[config.mk]
export PLATFORM = sky130hd
export DESIGN_NAME = simple_unpacker
export DESIGN_NICKNAME = d
export VERILOG_FILES = /design/src/rtl/simple_adapter_pkg.sv /design/src/rtl/simple_unpacker.sv
export SDC_FILE = /design/constraint.sdc
export NUM_CORES = 1
export LEC_CHECK = 0
export CAP_MARGIN = 0
export CORE_MARGIN = 2
export CORE_UTILIZATION = 38
export CTS_CLUSTER_DIAMETER = 50
export CTS_CLUSTER_SIZE = 28
export DETAILED_ROUTE_END_ITERATION = 8
export PLACE_DENSITY = 0.8
export SYNTH_ARGS = -nofsm -noshare
export SYNTH_HDL_FRONTEND = slang
export SYNTH_SLANG_ARGS = --single-unit
[constraint.sdc]
create_clock -name clk -period 2.8 [get_ports clk]
set_input_delay 0.56 -clock clk [delete_from_list [all_inputs] [get_ports clk]]
set_output_delay 0.56 -clock clk [all_outputs]
set_load 0.03 [all_outputs]
[src/rtl/simple_adapter_pkg.sv]
// -----------------------------------------------------------------------------
// simple_adapter_pkg
//   Definitions shared by the n->2n packer and the 2n->n unpacker.
//   - adapter_state_e : FSM state encoding (IDLE / HI / LO)
//   - UPPER_FIRST     : word ordering on the narrow side; the upper half of a
//                       wide word travels first.
// -----------------------------------------------------------------------------
package simple_adapter_pkg;

    typedef enum logic [1:0] {
        ST_IDLE = 2'd0,
        ST_HI   = 2'd1,
        ST_LO   = 2'd2
    } adapter_state_e;

    localparam bit UPPER_FIRST = 1'b1;

endpackage

[src/rtl/simple_unpacker.sv]
// -----------------------------------------------------------------------------
// simple_unpacker
//   Splits each 2n-bit input word into two n-bit output words, upper half
//   first, with valid/ready handshakes on both sides. Frame boundaries ride on
//   din_last / dout_last; dout_last marks the second (final) half of a word.
//
// Optional build macro: SIMPLE_UNPACKER_HALF_LAST_EN
//   Adds input din_half. A word with din_last=1 and din_half=1 emits only its
//   upper half, flagged dout_last=1 (odd-length frames).
//
// Ports
//   clk        in   clock, all logic on rising edge
//   rstn       in   synchronous reset, active-low
//   din_vld    in   input word valid
//   din_rdy    out  input accepted this cycle (combinational)
//   din_last   in   input word is last of frame
//   din_half   in   (macro only) emit upper half only
//   din        in   {first_word, second_word}, 2*WIDTH_DIN bits
//   dout_vld   out  output word valid (registered)
//   dout_rdy   in   sink accepts output this cycle
//   dout_last  out  output word is last of frame (registered)
//   dout       out  output word (registered)
//
// state | meaning
// IDLE  | output register empty
// HI    | dout shows the first (upper) half
// LO    | dout shows the second (lower) half
// -----------------------------------------------------------------------------
module simple_unpacker
    import simple_adapter_pkg::*;
#(
    parameter int WIDTH_DIN = 8
) (
    input  logic                   clk,
    input  logic                   rstn,
    input  logic                   din_vld,
    output logic                   din_rdy,
    input  logic                   din_last,
`ifdef SIMPLE_UNPACKER_HALF_LAST_EN
    input  logic                   din_half,
`endif
    input  logic [2*WIDTH_DIN-1:0] din,
    output logic                   dout_vld,
    input  logic                   dout_rdy,
    output logic                   dout_last,
    output logic [WIDTH_DIN-1:0]   dout
);

    adapter_state_e       state_q, state_d;
    logic [WIDTH_DIN-1:0] dout_q, dout_d;
    logic                 dout_vld_q, dout_vld_d;
    logic                 dout_last_q, dout_last_d;
    logic [WIDTH_DIN-1:0] lo_hold_q, lo_hold_d;
    logic                 last_hold_q, last_hold_d;
`ifdef SIMPLE_UNPACKER_HALF_LAST_EN
    logic                 half_hold_q, half_hold_d;
`endif

    logic [WIDTH_DIN-1:0] first_word;
    logic [WIDTH_DIN-1:0] second_word;
    logic                 word_done;
    logic                 in_xfer;
    logic                 half_only;

    assign first_word  = UPPER_FIRST ? din[2*WIDTH_DIN-1:WIDTH_DIN] : din[WIDTH_DIN-1:0];
    assign second_word = UPPER_FIRST ? din[WIDTH_DIN-1:0] : din[2*WIDTH_DIN-1:WIDTH_DIN];

`ifdef SIMPLE_UNPACKER_HALF_LAST_EN
    assign half_only = din_last && din_half;
`else
    assign half_only = 1'b0;
`endif

    // word_done: the output register is empty, or its final word for the
    // current input leaves this cycle, so a new input word may be loaded.
    always_comb begin
        word_done = 1'b0;
        case (state_q)
            ST_IDLE: word_done = 1'b1;
            ST_LO:   word_done = dout_rdy;
`ifdef SIMPLE_UNPACKER_HALF_LAST_EN
            ST_HI:   word_done = dout_rdy && half_hold_q;
`endif
            default: word_done = 1'b0;
        endcase
    end

    assign din_rdy = word_done;
    assign in_xfer = din_vld && word_done;

    always_comb begin
        state_d     = state_q;
        dout_d      = dout_q;
        dout_vld_d  = dout_vld_q;
        dout_last_d = dout_last_q;
        lo_hold_d   = lo_hold_q;
        last_hold_d = last_hold_q;
`ifdef SIMPLE_UNPACKER_HALF_LAST_EN
        half_hold_d = half_hold_q;
`endif

        if (word_done) begin
            if (in_xfer) begin
                state_d     = ST_HI;
                dout_d      = first_word;
                lo_hold_d   = second_word;
                last_hold_d = din_last;
                dout_vld_d  = 1'b1;
                dout_last_d = half_only;
`ifdef SIMPLE_UNPACKER_HALF_LAST_EN
                half_hold_d = half_only;
`endif
            end else begin
                state_d     = ST_IDLE;
                dout_vld_d  = 1'b0;
                dout_last_d = 1'b0;
            end
        end else if (state_q == ST_HI && dout_rdy) begin
            state_d     = ST_LO;
            dout_d      = lo_hold_q;
            dout_last_d = last_hold_q;
        end
    end

    always_ff @(posedge clk) begin
        if (!rstn) begin
            state_q     <= ST_IDLE;
            dout_q      <= '0;
            dout_vld_q  <= 1'b0;
            dout_last_q <= 1'b0;
            lo_hold_q   <= '0;
            last_hold_q <= 1'b0;
`ifdef SIMPLE_UNPACKER_HALF_LAST_EN
            half_hold_q <= 1'b0;
`endif
        end else begin
            state_q     <= state_d;
            dout_q      <= dout_d;
            dout_vld_q  <= dout_vld_d;
            dout_last_q <= dout_last_d;
            lo_hold_q   <= lo_hold_d;
            last_hold_q <= last_hold_d;
`ifdef SIMPLE_UNPACKER_HALF_LAST_EN
            half_hold_q <= half_hold_d;
`endif
        end
    end

    assign dout      = dout_q;
    assign dout_vld  = dout_vld_q;
    assign dout_last = dout_last_q;

endmodule
==> results.md, run 1 <==
* Outcome: completed
* HP Class: flip-flop to flip-flop
* Die X at 53.6 um
* RSZ-0062 raised after global routing: false
* Cell count after synthesis at 87
* Leading area contributor after synthesis: dfxtp_1
* Area occupied by multi-input gates at 464 um^2
* Finish-stage setup viols at 0
* Global-route wire length before repair at 3330 um
* Initial DRC Count at 9
* Initial Utilization at 0.410
* Max cap viols at 0
* Post-CTS setup buffer count at 0
* Root Driver: clkbuf_4
* IO Pins at 32
* Drt first pass iters at 4
* Largest net degree at the start of global routing at 22
* TritonCTS clock tree: built
* Crit path time final at 2.04 ns
* Critical Path, Cell by Cell: clkdlybuf4s50_1, nor2b_4, nor2_4, buf_4
* Core Util, Final at 0.559
* Logic gate share of total power at 0.270
* Nets at 141
* Final hold viol count at 0
* Setup total negative slack at 0 ns
* H-tree levels at 1
* Share of layout cells above drive strength 1 at 0.134
* CP arrival at 1.48 ns
* Post-CTS sizing at 0
* Hold buffers post-CTS at 0
* IO Port Bufs at 31
* Fill cells at 208
* Crit Path Max Fanout at 5
* Max Transition Viols Final at 0
* Post-Syn Area at 933 um^2
* Pwr dens at 530 nW/um^2
* DRC Markers at 0
* Initial antenna violation count at 0
* Sequential share of power at 0.506
* Peak Freq at 489 MHz
* Clock-pin slew on the worst setup and hold paths at 0.12 ns
* Core Area at 2280 um^2
* Psw at 0.204 mW
* Switching part of the total at 0.302
* Worst slew pin tran at 0.700 ns
* Vias at 736
* Slowest CP cell: clkdlybuf4s50_1
* Syn Nets at 108
* Post-route ant nets at 0
* Crit path launch type: input port
* Maximum root-to-sink buffer count at 2
* FF+latch count, synth at 21
* Worst Path Required at 2.24 ns
* Wirelength per Cell at 13.2 um
* Total grt overflow at 0
* Diodes inserted at 0
* Die H at 53.6 um
* Clock sinks at 21
* Delay of the slowest critical-path stage at 0.51 ns
* Max rail drop VDD at 333 uV
* Total CTS buffers at 3
* Syn avg cell area at 10.7 um^2
* Distinct cells, synth at 21
* Final wirelength at 1940 um
* Sequential share of the synthesized area at 0.450
* Pint at 0.471 mW
* Clk Latency, worst-skew pair at 0.31 ns
* Crit path kind: input port to primary output
* Final Hold Slack at 0.531 ns
* Hpwl dp at 1460 um
* Tcrit/Tclk final at 0.730
* Vias in the first global route at 738
* Die area at 2870 um^2
* Clock share of power at 0.224
* Setup Skew at 0.00501 ns
* Top post-synthesis cells by area: dfxtp_1 45%, mux2i_1 19%, nor2b_1 7.4%
* Leakage Power at 0.499 nW
* Overall Global Routing Usage at 0.168
* Area share of the largest cell type after synthesis at 0.450
* Placer congestion estimate at 0.665
* Row count at 17
* Relative slew slack at 0.533
* Worst setup EP type: primary output
* DR vias/cell at 5.01
* FF/Latch Area at 420 um^2
* Synthesis-to-finish area growth at 36.3%
* Synthesis warning total at 0
cell type report:
class | count | share of cell area
Inverter | 1 | 0.00295
Multi-Input combinational cell | 60 | 0.365
Sequential cell | 21 | 0.330
Tap cell | 28 | 0.0275
Clock buffer | 4 | 0.0206
Timing Repair Buffer | 33 | 0.254
path summary, 6_finish.rpt:
check	from	end	slack (ns)	cells past startpoint
setup / recovery	dout_rdy	din_rdy	0.76	4
setup reg to reg	state_q[0]$_SDFFE_PN0P_	dout[3]$_SDFFE_PN0P_	1.17	4
hold reg to reg	lo_hold_q[4]$_SDFFE_PN0P_	lo_hold_q[4]$_SDFFE_PN0P_	0.53	2
hold / removal	lo_hold_q[4]$_SDFFE_PN0P_	lo_hold_q[4]$_SDFFE_PN0P_	0.53	2
routing by layer:
layer	wire length [um]	GRT usage
met2	987	0.280
met1	830	0.197
met4	53	0.107
met5	0	0
met3	68	0.0333
through the flow:
stage | setup slack, ns | total power [mW] | std cells | area [um^2]
6_report | 0.757 | 0.675 | 147 | 1270
5_1_grt | 0.694 | 0.714 | 147 | 1270
4_1_cts | 0.749 | 0.678 | 147 | 1270
3_5_place_dp | 0.537 | 0.532 | 143 | 1250
3_3_place_gp | 0.632 | 0.527 | 143 | 1250
2_1_floorplan | 1.30 | 0.460 | 87 | 933
sequential cells by signal, indices dropped and copies added, names as in the netlist:
signal,flops
lo_hold_q,8
dout_vld,1
dout_last,1
state_q,2
last_hold_q,1
dout,8
power by group through the flow:
stage | Sequential, mW | Clock (mW) | Combinational (mW)
floorplan | 0.372 | 0 | 0.0887
CTS | 0.342 | 0.151 | 0.184
detailed placement | 0.349 | 0 | 0.184
global route | 0.345 | 0.172 | 0.196
global placement | 0.348 | 0 | 0.180
finish | 0.342 | 0.151 | 0.182
critical path: cells and delay by family:
| kind | cells | cell delay, ns |
|---|---|---|
| buf+inv | 2 | 0.68 |
| simple gates | 2 | 0.25 |
synth_stat cells (all sizes together):
library cell and n:
dfxtp 21, mux2i 18, nor2b 12, a21oi 10, o21ai 10, buf 3, clkbuf 2, nand2 2
nor2 2, nor3b 2, a21boi 1, inv 1, maj3 1, nand3b 1, o21a 1
logic make-up after synthesis:
| logic type | count (synthesis) | synth area share |
|---|---|---|
| AND/OR/NAND/NOR | 19 | 0.142 |
| flip-flops | 21 | 0.450 |
| AO/OA/AOI/OAI | 22 | 0.151 |
| buffers and inverters | 6 | 0.0523 |
| multiplexers | 18 | 0.193 |
| adder cells (fa/ha/maj) | 1 | 0.0107 |
cells in the final DEF, fill, tap and decap left out, types with 2 or more instances in the layout:
| cell type | n |
|---|---|
| a21oi_1 | 6 |
| a21oi_2 | 4 |
| buf_4 | 3 |
| clkbuf_4 | 3 |
| clkdlybuf4s50_1 | 30 |
| dfxtp_1 | 21 |
| mux2i_1 | 18 |
| nand2_1 | 2 |
| nor2b_1 | 11 |
| o21ai_0 | 7 |
| o21ai_2 | 3 |
(Power assumes the default switching activity.)
==> run 2: changes to the inputs <==
--- a/config.mk
+++ b/config.mk
@@ -11,7 +11,7 @@
 export CTS_CLUSTER_DIAMETER = 50
 export CTS_CLUSTER_SIZE = 28
 export DETAILED_ROUTE_END_ITERATION = 8
-export PLACE_DENSITY = 0.8
+export PLACE_DENSITY = 0.83
 export SYNTH_ARGS = -nofsm -noshare
 export SYNTH_HDL_FRONTEND = slang
 export SYNTH_SLANG_ARGS = --single-unit
==> constraint.sdc (replaced) <==
create_clock -name clk -period 1.7 [get_ports clk]
set_input_delay 0.34 -clock clk [delete_from_list [all_inputs] [get_ports clk]]
set_output_delay 0.34 -clock clk [all_outputs]
set_load 0.03 [all_outputs]
==> run 2 against run 1 <==
  * Clock skew grew 0.00093 ns
  * Cell count is 4.8% higher
  * Count of clock-buffer cells in the layout did not move
  * Clock power rose by 59%
  * Non-clock buffer count increased by 7
  * Critical endpoint is now dout_vld
  * Highest routed layer is now met3
  * Via count is 3.7% higher
  * Sequential power up 64%
  * Critical path type is now flip-flop to primary output
  * Power up 67%
  * Design area is 6.8% higher
  * Critical path depth shrank 3
  * Flip-flop and latch count is the same
  * Register-to-register slack worse by 0.86 ns
==> results.md, run 2 (synthesis results as in run 1) <==
* Logic gate share of total power at 0.289
* Leakage Power at 0.670 nW
* Post-route ant nets at 0
* RSZ-0062 raised after global routing: false
* Global Route met1 Usage at 0.204
* Share of layout cells above drive strength 1 at 0.183
* Slowest CP cell: clkdlybuf4s50_1
* Post-CTS setup buffer count at 0
* IO Pins at 32
* Clock sinks at 21
* Pwr dens at 828 nW/um^2
* CP arrival at 1.30 ns
* Hpwl dp at 1560 um
* Initial DRC Count at 9
* Row count at 17
* Wirelength per Cell at 12.9 um
* Switching part of the total at 0.294
* Hold buffers post-CTS at 0
* Vias at 763
* RR Endpoint: dout[3]$_SDFFE_PN0P_
* Final wirelength at 1990 um
* Crit path time final at 1.64 ns
* TritonCTS clock tree: built
* Bufs and invs on worst path at 1
* Initial antenna violation count at 0
* Max cap viols at 0
* CP Depth at 1
* Psw at 0.330 mW
* Reg2reg setup slack at 0.31 ns
* Root Driver: clkbuf_4
* Clock share of power at 0.213
* Clk Latency, worst-skew pair at 0.30 ns
* Crit Path Max Fanout at 2
* Setup Skew at 0.00594 ns
* WHS Endpoint: state_q[1]$_SDFFE_PN0P_
* Post-CTS sizing at 1
* Nets at 148
* Worst setup EP type: primary output
* Delay of the slowest critical-path stage at 0.66 ns
* HP Class: input port to flip-flop
* Sequential share of power at 0.498
* R2r startpoint: state_q[0]$_SDFFE_PN0P_
* Commonest non-fill, non-tap cells in the layout: 21 x dfxtp_1, 20 x clkdlybuf4s50_1, 18 x mux2i_1
* Die H at 53.6 um
* Tot Pwr at 1.12 mW
* Final hold viol count at 0
* Outcome: completed
* GR met2 Demand/Resource at 0.251
* Reg2Reg Depth at 5
* Synthesis-to-finish area growth at 45.6%
* DRC Markers at 0
* Crit path kind: flip-flop to primary output
* H-tree levels at 1
* Finish-stage setup viols at 0
* Fill cells at 199
* Diodes inserted at 0
* Pint at 0.795 mW
* Fin cells at 154
* Critical Path, Cell by Cell: clkdlybuf4s50_1
* Maximum root-to-sink buffer count at 2
* Drt first pass iters at 4
* Overall Global Routing Usage at 0.156
* Crit path launch type: flip-flop
* Clock-pin slew on the worst setup and hold paths at 0.12 ns
* Relative slew slack at 0.776
* DR vias/cell at 4.95
* Largest net degree at the start of global routing at 17
* Worst Path Required at 1.36 ns
* Delay-heaviest family, CP: buffers and inverters
* Placer congestion estimate at 0.718
* Most common cell after layout, fill and taps aside: dfxtp_1
* Core Util, Final at 0.597
* GR Layer Usage met3 at 0.0306
* Peak Freq at 608 MHz
* Max rail drop VDD at 568 uV
* Vias in the first global route at 709
* Hold path depth at 3
* Tcrit/Tclk final at 0.968
* Core Area at 2280 um^2
* Final Hold Slack at 0.493 ns
* Global-route wire length before repair at 3210 um
* Total CTS buffers at 3
* Placed Cells at 150
* Die X at 53.6 um
* Total grt overflow at 0
* Max Transition Viols Final at 0
* IO Port Bufs at 31
* Worst slew pin tran at 0.336 ns
* Min-delay src: dout_rdy
* GRT busiest layer: met2
* Die area at 2870 um^2
* Initial Utilization at 0.410
[run 2: cell count changes in the layout (fill, tap and decap cells not counted), sizes merged]
cell,previous run,this run
dlymetal6s2s,0,9
buf,3,10
dlygate4sd2,0,1
clkdlybuf4s50,30,20
[run 2: power by group through the flow]
stage / combinational, mW / clock [mW] / sequential [mW]
2_1_floorplan: 0.146 / 0 / 0.612
3_3_place_gp: 0.324 / 0 / 0.570
3_5_place_dp: 0.332 / 0 / 0.572
4_1_cts: 0.331 / 0.248 / 0.562
5_1_grt: 0.346 / 0.277 / 0.566
6_report: 0.325 / 0.240 / 0.560
[run 2: worst max-delay path by stage]
stage                                       start                   endpoint  slack (ns)
after floorplan           state_q[1]$_SDFFE_PN0P_       dout[3]$_SDFFE_PN0P_        0.42
after global placement                   dout_rdy  lo_hold_q[6]$_SDFFE_PN0P_       -0.08
after detailed placement                 dout_rdy  lo_hold_q[0]$_SDFFE_PN0P_       -0.12
after CTS                    dout[7]$_SDFFE_PN0P_                    dout[7]       0.003
after global routing        dout_vld$_SDFFE_PN0P_                   dout_vld      0.0005
final                       dout_vld$_SDFFE_PN0P_                   dout_vld        0.06
[run 2: through the flow]
step	instance area, um^2	worst slack [ns]	TNS [ns]
6_report	1360	0.0551	0
3_5_place_dp	1310	-0.124	-1.02
3_3_place_gp	1310	-0.0753	-0.538
2_1_floorplan	933	0.421	0
4_1_cts	1340	0.00345	0
5_1_grt	1360	0.000463	0
[run 2: worst register-to-register path: stages, from the launching register on]
cell and delay, ns:
dfxtp_1 0.54, mux2i_1 0.26, o21ai_2 0.09, buf_12 0.16
o21ai_0 0.20, a21oi_2 0.04
[run 2: cell type report]
type | count | area, um^2 | area share
clock buffer | 4 | 26.3 | 0.0193
multi-input combinational | 60 | 464 | 0.342
timing repair buffer | 40 | 409 | 0.301
sequential | 21 | 420 | 0.309
inverter | 1 | 3.75 | 0.00276
tap | 28 | 35.0 | 0.0258
[run 2: metal layers]
| metal | up-vias | part of all wire | routed length, um |
|---|---|---|---|
| met5 | - | 0 | 0 |
| met4 | 0 | 0 | 0 |
| met3 | 0 | 0.053 | 106 |
| met2 | 21 | 0.51 | 1020 |
| met1 | 363 | 0.43 | 865 |
| li1 | 379 | - | - |
